## config.mk

```make
export PLATFORM = sky130hd
export DESIGN_NAME = wb_arbiter_2
export DESIGN_NICKNAME = d
export VERILOG_FILES = /design/src/rtl/wb_arbiter_2.sv
export SDC_FILE = /design/constraint.sdc
export NUM_CORES = 1
export LEC_CHECK = 0
export BUFFER_PORTS_ARGS = -buffer_cell sky130_fd_sc_hd__buf_2
export CAP_MARGIN = 20
export CORE_AREA = 2 2 124 126
export DETAILED_ROUTE_END_ITERATION = 7
export DIE_AREA = 0 0 126 128
export SYNTH_ARGS = -nofsm -noshare
export SYNTH_HDL_FRONTEND = slang
export SYNTH_SLANG_ARGS = --single-unit
```

## constraint.sdc

```tcl
create_clock -name clk -period 2.8 [get_ports clk]
set_clock_uncertainty 0.1 [all_clocks]
set_input_delay 0.14 -clock clk [delete_from_list [all_inputs] [get_ports clk]]
set_output_delay 0.14 -clock clk [all_outputs]
set_load 0.1 [all_outputs]
```

## src/rtl/wb_arbiter_2.sv

```systemverilog
// Two-master Wishbone classic arbiter.
// Round-robin ownership of one downstream bus, held for the owner's whole
// cyc assertion, with a per-transfer watchdog that answers silent accesses
// with a one-cycle err.
module wb_arbiter_2 #(
   parameter int DATA_WIDTH   = 32,
   parameter int ADDR_WIDTH   = 32,
   parameter int SELECT_WIDTH = DATA_WIDTH / 8,
   parameter int TIMEOUT      = 256
) (
   input  logic                    clk,
   input  logic                    rst,
   input  logic [ADDR_WIDTH-1:0]   wb_m0_adr_i,
   input  logic [DATA_WIDTH-1:0]   wb_m0_dat_i,
   output logic [DATA_WIDTH-1:0]   wb_m0_dat_o,
   input  logic                    wb_m0_we_i,
   input  logic                    wb_m0_stb_i,
   input  logic                    wb_m0_cyc_i,
   input  logic [SELECT_WIDTH-1:0] wb_m0_sel_i,
   output logic                    wb_m0_ack_o,
   output logic                    wb_m0_err_o,
   output logic                    wb_m0_rty_o,
   input  logic [ADDR_WIDTH-1:0]   wb_m1_adr_i,
   input  logic [DATA_WIDTH-1:0]   wb_m1_dat_i,
   output logic [DATA_WIDTH-1:0]   wb_m1_dat_o,
   input  logic                    wb_m1_we_i,
   input  logic                    wb_m1_stb_i,
   input  logic                    wb_m1_cyc_i,
   input  logic [SELECT_WIDTH-1:0] wb_m1_sel_i,
   output logic                    wb_m1_ack_o,
   output logic                    wb_m1_err_o,
   output logic                    wb_m1_rty_o,
   output logic [ADDR_WIDTH-1:0]   wb_s_adr_o,
   output logic [DATA_WIDTH-1:0]   wb_s_dat_o,
   input  logic [DATA_WIDTH-1:0]   wb_s_dat_i,
   output logic                    wb_s_we_o,
   output logic                    wb_s_stb_o,
   output logic                    wb_s_cyc_o,
   output logic [SELECT_WIDTH-1:0] wb_s_sel_o,
   input  logic                    wb_s_ack_i,
   input  logic                    wb_s_err_i,
   input  logic                    wb_s_rty_i,
   output logic [1:0]              grant_o
);

   // The watchdog needs to hold values up to TIMEOUT-1; keep one bit when disabled.
   localparam int WD_WIDTH = (TIMEOUT > 0) ? $clog2(TIMEOUT + 1) : 1;
   localparam logic [WD_WIDTH-1:0] WD_LAST = (TIMEOUT > 0) ? WD_WIDTH'(TIMEOUT - 1) : '0;
   localparam logic [WD_WIDTH-1:0] WD_ONE  = WD_WIDTH'(1);

   typedef enum logic [1:0] {IDLE, BUSY, TOERR} state_t;

   state_t              state, state_next;
   logic                gnt, gnt_next;
   logic                last, last_next;
   logic [WD_WIDTH-1:0] wd, wd_next;
   logic                own_cyc, own_stb, reply, winner;

   // The owner's handshake lines and the arbitration winner, shared by both processes.
   assign own_cyc = gnt ? wb_m1_cyc_i : wb_m0_cyc_i;
   assign own_stb = gnt ? wb_m1_stb_i : wb_m0_stb_i;
   assign reply   = wb_s_ack_i | wb_s_err_i | wb_s_rty_i;
   assign winner  = (wb_m0_cyc_i & wb_m1_cyc_i) ? ~last : wb_m1_cyc_i;

   // State, owner, round-robin history and watchdog registers.
   always_ff @(posedge clk) begin
      if (!rst) begin
         state <= IDLE;
         gnt   <= 1'b0;
         last  <= 1'b1;
         wd    <= '0;
      end else begin
         state <= state_next;
         gnt   <= gnt_next;
         last  <= last_next;
         wd    <= wd_next;
      end
   end

   // Arbitration, release and watchdog decisions.
   always_comb begin
      state_next = state;
      gnt_next   = gnt;
      last_next  = last;
      wd_next    = wd;
      case (state)
         IDLE: begin
            wd_next = '0;
            if (wb_m0_cyc_i | wb_m1_cyc_i) begin
               gnt_next   = winner;
               last_next  = winner;
               state_next = BUSY;
            end
         end
         BUSY: begin
            if (!own_cyc) begin
               state_next = IDLE;
               wd_next    = '0;
            end else if (TIMEOUT == 0 || !own_stb || reply) begin
               wd_next = '0;
            end else if (wd == WD_LAST) begin
               state_next = TOERR;
               wd_next    = '0;
            end else if (wd != '1) begin
               wd_next = wd + WD_ONE;
            end
         end
         TOERR: begin
            wd_next    = '0;
            state_next = own_cyc ? BUSY : IDLE;
         end
         default: state_next = IDLE;
      endcase
   end

   // Bus routing: pass-through for the owner in BUSY, a lone err in TOERR, silence otherwise.
   always_comb begin
      wb_s_adr_o  = '0;
      wb_s_dat_o  = '0;
      wb_s_we_o   = 1'b0;
      wb_s_stb_o  = 1'b0;
      wb_s_cyc_o  = 1'b0;
      wb_s_sel_o  = '0;
      wb_m0_dat_o = '0;
      wb_m0_ack_o = 1'b0;
      wb_m0_err_o = 1'b0;
      wb_m0_rty_o = 1'b0;
      wb_m1_dat_o = '0;
      wb_m1_ack_o = 1'b0;
      wb_m1_err_o = 1'b0;
      wb_m1_rty_o = 1'b0;
      grant_o     = 2'b00;
      case (state)
         BUSY: begin
            grant_o = gnt ? 2'b10 : 2'b01;
            if (gnt) begin
               wb_s_adr_o  = wb_m1_adr_i;
               wb_s_dat_o  = wb_m1_dat_i;
               wb_s_we_o   = wb_m1_we_i;
               wb_s_stb_o  = wb_m1_stb_i;
               wb_s_cyc_o  = wb_m1_cyc_i;
               wb_s_sel_o  = wb_m1_sel_i;
               wb_m1_dat_o = wb_s_dat_i;
               wb_m1_ack_o = wb_s_ack_i;
               wb_m1_err_o = wb_s_err_i;
               wb_m1_rty_o = wb_s_rty_i;
            end else begin
               wb_s_adr_o  = wb_m0_adr_i;
               wb_s_dat_o  = wb_m0_dat_i;
               wb_s_we_o   = wb_m0_we_i;
               wb_s_stb_o  = wb_m0_stb_i;
               wb_s_cyc_o  = wb_m0_cyc_i;
               wb_s_sel_o  = wb_m0_sel_i;
               wb_m0_dat_o = wb_s_dat_i;
               wb_m0_ack_o = wb_s_ack_i;
               wb_m0_err_o = wb_s_err_i;
               wb_m0_rty_o = wb_s_rty_i;
            end
         end
         TOERR: begin
            grant_o = gnt ? 2'b10 : 2'b01;
            if (gnt) wb_m1_err_o = 1'b1;
            else     wb_m0_err_o = 1'b1;
         end
         default: ;
      endcase
   end

endmodule
```

==> summary.md, run 1 <==
| Metric | Value |
|---|---|
| Via-to-Cell Ratio | 4.20 |
| Layout cells sized above 1 | 0.608 |
| M3 GR Usage | 0.0217 |
| Number of setup buffers added after CTS | 0 |
| Synthesized area | 2510 µm² |
| Antenna cell count | 0 |
| Max-slew headroom | 0.557 |
| GP Congestion | 0.759 |
| Clock Path Buffers | 2 |
| Die Ht | 128 µm |
| Status | finished clean |
| Number of detailed-route iterations in the first pass | 4 |
| Worst setup SP type | register |
| H-Tree Depth | 1 |
| Worst-Margin Slew | 0.665 ns |
| Syn Nets | 524 |
| Simple-gate share of the synthesized area | 0.457 |
| Clock latency at the later pin of the worst-skew pair | 0.24 ns |
| CP endpoint kind | primary output |
| Starting density of the core | 0.169 |
| XOR/XNOR Fraction of Synth Area | 0 |
| Arrival time at the worst endpoint | 2.09 ns |
| Clock sink total | 13 |
| Cell variety after synth | 33 |
| Multiplexer area fraction after synthesis | 0.293 |
| RSZ-0062 raised after global routing | false |
| Final Power | 5.58 mW |
| Most frequent cell after synthesis | nor2b_1 |
| Critical R2R Capture | wd[2]$_SDFFE_PN0P_ |
| PostCTS Resize Cnt | 0 |
| Hold depth | 3 |
| Synthesis Warnings | 0 |
| FP Rows | 45 |
| IO buf count | 321 |
| Post-synth top cells | nor2b_1, mux2i_1, and2_1, and3_1, clkbuf_1 |
| Hpwl dp | 9.87 mm |
| Design Area, Final | 4990 µm² |
| Worst r2r src | state[0]$_SDFFE_PN0P_ |
| Fin. max-slew vios | 0 |
| Post-synthesis adder-cell area fraction | 0.0250 |
| Main combinational cell family by area after synthesis | simple AND/OR/NAND/NOR gates |
| Final hold viol count | 0 |
| Ranking of synthesized cells by area | mux2i_1, nor2b_1, dfxtp_1 |
| Utilization after layout | 0.336 |
| CP Data Required Time | 2.56 ns |
| Ys flop type | dfxtp_1 |
| Fin Hold WS | 0.143 ns |
| Number of synthesized flops with an enable pin | 0 |
| Met1 Use GR | 0.161 |
| Leakage | 2.60 nW |
| Initial antenna violation count | 1 |
| Post-synth top area share | 0.287 |
| Post-route ant nets | 0 |
| Die Area | 16,100 µm² |
| Cts bufs inserted | 3 |
| # hold bufs at CTS | 0 |
| CTS tree | done |
| Critical path class | register to primary output |
| Number of global-route vias before repair | 3,045 |
| Remaining routing DRC violations | 0 |
| Worst Reg2Reg Path Length in Cells | 7 |
| Final net count | 825 |
| Hold Path Origin | wb_m1_cyc_i |
| Overflow after GRT | 0 |
| Root buf cell | clkbuf_16 |
| Routed WL per cell | 13.9 µm |
| Worst-path clk slew | 0.04 ns |
| Core ar. | 14,900 µm² |
| Post-layout min period | 2.33 ns |
| Crit. Startpoint | state[1]$_SDFFE_PN0P_ |
| Die width | 126 µm |
| First-pass GRT wire length | 16.8 mm |
| Final setup fails | 0 |
| Yosys reg bits | 13 |
| CP Buf/Inv Count | 3 |
| Cell family with most CP delay | buffers and inverters |
| Hold/Removal Path Class | input port to register |
| Final WL | 11.5 mm |
| Peak Freq | 430 MHz |
| Area leader, netlist | mux2i_1 |
| Vias | 3,480 |
| Mapped Cells | 340 |
| Global routing usage on met2 | 0.227 |
| DRT iter0 DRCs | 174 |
| Post-synth ARST share | 0 |
| PwrDens | 1120 nW/µm² |
| Fin Setup TNS | 0 ns |
| Largest net degree at the start of global routing | 58 |
| WHS Endpoint | last$_SDFFE_PN1P_ |
| Reg2reg setup slack | 0.64 ns |
| Mean Syn Cell Area | 7.37 µm² |
| Max cap viols | 0 |
| Post-DP Area | 4920 µm² |
| GRT Util Overall | 0.126 |
| CP max stage cell | buf_2 |
| CP max stage delay | 0.44 ns |
| Busiest grt layer | met2 |
| Area Growth Syn to Fin | 99.2% |
| CP max FO | 52 |
| Compound-gate portion of the synthesized area | 0.0594 |
| Final period utilization | 0.831 |
| Boundary Pins | 322 |
| Max VDD drop | 0.487 mV |
| Register area share after synthesis | 0.104 |
| Worst path cell trace | inv_1, ha_2, buf_4, nor2b_2, buf_2 |
==> area by class of cell <==
type | instances | area [µm²]
sequential | 13 | 264
multi-input combinational | 292 | 2230
clock buffer | 4 | 78.8
timing repair buffer | 327 | 2170
inverter | 4 | 15.0
tap | 188 | 235
fill | 1581 | 9870
==> through the flow <==
| stage | std cells | setup slack, ns |
|---|---|---|
| 2_1_floorplan | 340 | 0.0330 |
| 3_3_place_gp | 824 | 0.729 |
| 3_5_place_dp | 824 | 0.665 |
| 4_1_cts | 828 | 0.464 |
| 5_1_grt | 828 | 0.322 |
| 6_report | 828 | 0.473 |
==> power breakdown <==
part	total (mW)	switching, mW	internal [mW]	leakage (nW)
Clock	0.270	0.0784	0.192	0.0382
Combinational	5.09	3.87	1.21	2.46
Sequential	0.219	0.0171	0.202	0.106
Total	5.58	3.97	1.61	2.60
==> kinds of logic (layout without fill, tap and decap cells) <==
| group | Yosys count | count (layout) |
|---|---|---|
| buf+inv | 35 | 335 |
| simple gates | 190 | 190 |
| flops | 13 | 13 |
| mux | 73 | 73 |
| fa+ha+maj | 5 | 5 |
| compound gates | 24 | 24 |
==> sequential cells by signal, indices dropped and copies added (netlist names) <==
register,count
wd,9
last,1
gnt,1
state,2
==> per-layer routing <==
metal | up-vias | routed length [µm]
li1 | 1769 | -
met5 | - | 14
met4 | 2 | 76
met2 | 151 | 5910
met1 | 1547 | 4780
met3 | 11 | 754
==> how the worst max path moves through the flow <==
stage | endpoint | depth (start not counted)
finish | wb_s_adr_o[5] | 5
global route | wb_s_adr_o[25] | 5
CTS | wb_s_adr_o[5] | 5
detailed placement | wd[2]$_SDFFE_PN0P_ | 7
global placement | wd[3]$_SDFFE_PN0P_ | 7
floorplan | wb_m0_err_o | 4
==> cell usage in the layout (no fill, tap or decap), drive strengths merged, types with 5 or more instances in the layout <==
| cell type | count |
|---|---|
| mux2i | 72 |
| and3 | 36 |
| a21oi | 10 |
| dfxtp | 13 |
| ha | 5 |
| nand3 | 7 |
| nor2b | 76 |
| nor2 | 6 |
| nand3b | 5 |
| buf | 327 |
| and2 | 36 |
| nand2 | 14 |
==> worst register-to-register path, cell delays in order, from the launching register on <==
cell and delay [ns]:
dfxtp_1 0.37, inv_1 0.08, ha_1 0.26, nor2_1 0.11, nand4bb_1 0.19, a21oi_1 0.57, nand2_1 0.24, o22ai_1 0.17
Note: power is estimated with default switching activity, not from simulation.
==> run 2: changes to the inputs <==
--- a/config.mk
+++ b/config.mk
@@ -5,6 +5,7 @@
 export SDC_FILE = /design/constraint.sdc
 export NUM_CORES = 1
 export LEC_CHECK = 0
+export ABC_AREA = 1
 export BUFFER_PORTS_ARGS = -buffer_cell sky130_fd_sc_hd__buf_2
 export CAP_MARGIN = 20
 export CORE_AREA = 2 2 124 126
==> constraint.sdc (replaced) <==
create_clock -name clk -period 2.2 [get_ports clk]
set_clock_uncertainty 0.1 [all_clocks]
set_input_delay 0.11 -clock clk [delete_from_list [all_inputs] [get_ports clk]]
set_output_delay 0.11 -clock clk [all_outputs]
set_load 0.1 [all_outputs]
==> run 2 against run 1 <==
Net effect: synthesized cell count is 49% higher; total power increased by 57%; design area grew 13%; routed wire length is 23% higher; count of clock-buffer cells in the layout stayed put; setup slack got worse by 0.36 ns; largest power group unchanged; highest routed layer is now met4.
==> summary.md, run 2 <==
| Metric | Value |
|---|---|
| Status | finished clean |
| Routed WL per cell | 14.2 µm (+2.1%) |
| Final period utilization | 0.950 |
| Fin Hold WS | 0.0693 ns (-0.0736 ns) |
| Number of global-route vias before repair | 4,083 (+34%) |
| Hpwl dp | 11.8 mm (+20%) |
| CP max FO | 29 (-44%) |
| Max cap viols | 0 (unchanged) |
| Clock latency at the later pin of the worst-skew pair | 0.25 ns (about the same) |
| Final Power | 8.74 mW (+57%) |
| PwrDens | 1550 nW/µm² (+39%) |
| Number of detailed-route iterations in the first pass | 4 (unchanged) |
| Worst-path clk slew | 0.05 ns (about the same) |
| Initial antenna violation count | 2 (+1) |
| Int Pwr | 2.33 mW (+45%) |
| Die Area | 16,100 µm² (unchanged) |
| Post-synth ARST share | 0 (unchanged) |
| Logic pwr share | 0.915 (+0.003) |
| Peak Freq | 478 MHz |
| Worst r2r src | state[0]$_SDFFE_PN0P_ |
| Leakage | 2.96 nW (+14%) |
| Area leader, netlist | nand2_1 |
| Post-synthesis adder-cell area fraction | 0.0256 (+0.000691) |
| Clock group share of total power | 0.041 (-0.008) |
| Clock sink total | 13 (unchanged) |
| CP Data Required Time | 1.99 ns (-0.57 ns) |
| Most frequent cells in the layout | buf_2, nand2_1, a21oi_1 |
| Pre-CTS setup slack | 0.285 ns (-0.381 ns) |
| Critical path class | register to primary output |
| Max-slew headroom | 0.657 (+0.0995) |
| Remaining routing DRC violations | 0 (unchanged) |
| Layout cells sized above 1 | 0.530 (-0.0781) |
| Die width | 126 µm (unchanged) |
| Hold Path Origin | rst |
| WHS Endpoint | last$_SDFFE_PN1P_ |
| Core ar. | 14,900 µm² (unchanged) |
| Largest net degree at the start of global routing | 75 (+29%) |
| Compound-gate portion of the synthesized area | 0.173 (+0.114) |
| Mean Syn Cell Area | 4.82 µm² (-35%) |
| Reg2reg setup slack | 0.33 ns (-0.31 ns) |
| Die Ht | 128 µm (unchanged) |
| XOR/XNOR Fraction of Synth Area | 0.00359 (+0.00359) |
| GP Congestion | 0.845 (+11%) |
| Hold/Removal Path Class | input port to register |
| Sw Pwr | 6.40 mW (+61%) |
| Switching share of power | 0.733 (+0.0213) |
| Final net count | 993 (+20%) |
| Multiplexer area fraction after synthesis | 0 (-0.293) |
| Most frequent cell after synthesis | nand2_1 |
| Post-route ant nets | 0 (unchanged) |
| Mapped Cells | 506 (+49%) |
| IO buf count | 321 (unchanged) |
| Overflow after GRT | 0 (unchanged) |
| Post-synth top area share | 0.298 (+0.0110) |
| Via-to-Cell Ratio | 4.30 (+2.2%) |
| FP Rows | 45 (unchanged) |
| Flop pwr share | 0.045 (+0.006) |
| Final hold viol count | 0 (unchanged) |
| Synthesis Warnings | 0 (unchanged) |
| Max FFs per register | 9 (unchanged) |
| Simple-gate share of the synthesized area | 0.546 (+0.0891) |
| Cts bufs inserted | 3 (unchanged) |
| Top Registers | wd (9), state (2) |
| Synthesized area | 2440 µm² (-2.7%) |
| CTS tree | done |
| Main combinational cell family by area after synthesis | simple AND/OR/NAND/NOR gates |
| Vias | 4,284 (+23%) |
| Worst-Margin Slew | 0.519 ns (-0.146 ns) |
| Starting density of the core | 0.164 (-0.00455) |
| DP Cell Count | 992 (+20%) |
| First-pass GRT wire length | 21.3 mm (+27%) |
| Ranking of synthesized cells by area | nand2_1, a21oi_1, nor2_1 |
| Commonest non-fill, non-tap cell in the layout | buf_2 |
| Worst Reg2Reg Path Length in Cells | 9 (+2) |
| Final Instance Count excl. Fillers | 997 (+20%) |
| Syn Nets | 690 (+32%) |
| Boundary Pins | 322 (unchanged) |
| Worst setup SP type | register |
| Final setup fails | 0 (unchanged) |
| Critical R2R Capture | wd[3]$_SDFFE_PN0P_ |
| Number of setup buffers added after CTS | 0 (unchanged) |
| DRT iter0 DRCs | 205 (+18%) |
| Arrival time at the worst endpoint | 1.88 ns (-0.21 ns) |
| Cell variety after synth | 27 (-18%) |
| Most flop-heavy register | wd |
| Final worst slack | 0.109 ns (-0.364 ns) |
| Area Growth Syn to Fin | 131% |
| Fin. max-slew vios | 0 (unchanged) |
| Ys flop type | dfxtp_1 |
| Root buf cell | clkbuf_16 |
| Hold depth | 2 (-1) |
| Yosys reg bits | 13 (unchanged) |
| Number of synthesized flops with an enable pin | 0 (unchanged) |
| GRT Util Overall | 0.164 (+0.0381) |
| Fin Setup TNS | 0 ns (unchanged) |
| Final WL | 14.2 mm (+23%) |
| Max VDD drop | 0.765 mV (+57%) |
| H-Tree Depth | 1 (unchanged) |
| CP endpoint kind | primary output |
| Post-synth top cells | nand2_1, nor2_1, a21oi_1, inv_1, clkbuf_1 |
| Clock Path Buffers | 2 (unchanged) |
| Register area share after synthesis | 0.107 (+0.00287) |
| Post-layout min period | 2.09 ns |
## run 2: changes by cell type after synthesis, sizes merged, moves of 3 or more
cell    change
nand2     +189
nor2       +92
nor2b      -76
mux2i      -72
a21oi      +66
inv        +52
and2       -36
and3       -36
buf        +11
clkbuf     -11
nand3       +4
o22ai       -4
a21boi      -3
## run 2: power by group through the flow
stage	Combinational [mW]	Clock [mW]	Sequential [mW]
after detailed placement	7.95	0	0.394
after CTS	7.97	0.367	0.389
final	7.99	0.356	0.390
after floorplan	5.96	0	0.361
after global routing	8.31	0.375	0.404
after global placement	7.95	0	0.389
## run 2: critical path, stage by stage, from the launching register on
cell,delay (ns)
dfxtp_2,0.50
buf_4,0.36
nand2_1,0.15
a21oi_1,0.16
buf_2,0.44
## run 2: what timing repair did
action | 4_1_cts | 5_1_grt
endpoints found under the setup margin | 0 | 27
gates resized for setup | 0 | 27
hold buffers | 0 | 0
## run 2: cell families after synthesis
| group | Yosys count |
|---|---|
| flip-flops | 13 |
| AO/OA/AOI/OAI | 80 |
| AND/OR/NAND/NOR | 320 |
| buffers and inverters | 87 |
| XOR/XNOR | 1 |
| adder cells (fa/ha/maj) | 5 |
## run 2: per-layer routing
| metal | GRT usage | vias to the layer above | wire length, µm |
|---|---|---|---|
| met2 | 0.277 | 220 | 6640 |
| li1 | - | 2150 | - |
| met4 | 0.0530 | 0 | 417 |
| met3 | 0.0430 | 26 | 1320 |
| met1 | 0.203 | 1888 | 5810 |
| met5 | 0 | - | 0 |
## run 2: worst max path at each step
stage	start	endpoint	slack, ns
after floorplan	state[1]$_SDFFE_PN0P_	wb_s_adr_o[22]	-0.49
after global placement	state[1]$_SDFFE_PN0P_	wb_s_dat_o[25]	0.27
after detailed placement	state[1]$_SDFFE_PN0P_	wb_s_dat_o[25]	0.28
after CTS	state[1]$_SDFFE_PN0P_	wb_s_dat_o[25]	0.006
after global routing	state[1]$_SDFFE_PN0P_	wb_s_cyc_o	-0.003
final	gnt$_SDFFE_PN0P_	wb_s_dat_o[17]	0.11
## run 2: cell type report
type | count | area [µm²]
Fill cell | 1595 | 9230
Timing Repair Buffer | 329 | 2840
Multi-Input combinational cell | 406 | 2010
Sequential cell | 13 | 262
Tap cell | 188 | 235
Inverter | 56 | 215
Clock buffer | 4 | 78.8
Antenna cell | 1 | 2.50
## run 2: per-stage QoR
step | utilization | cell area [µm²]
after floorplan | - | 2620
after global placement | 0.369 | 5490
after detailed placement | 0.369 | 5490
after CTS | 0.375 | 5570
after global routing | 0.379 | 5640
final | 0.379 | 5640
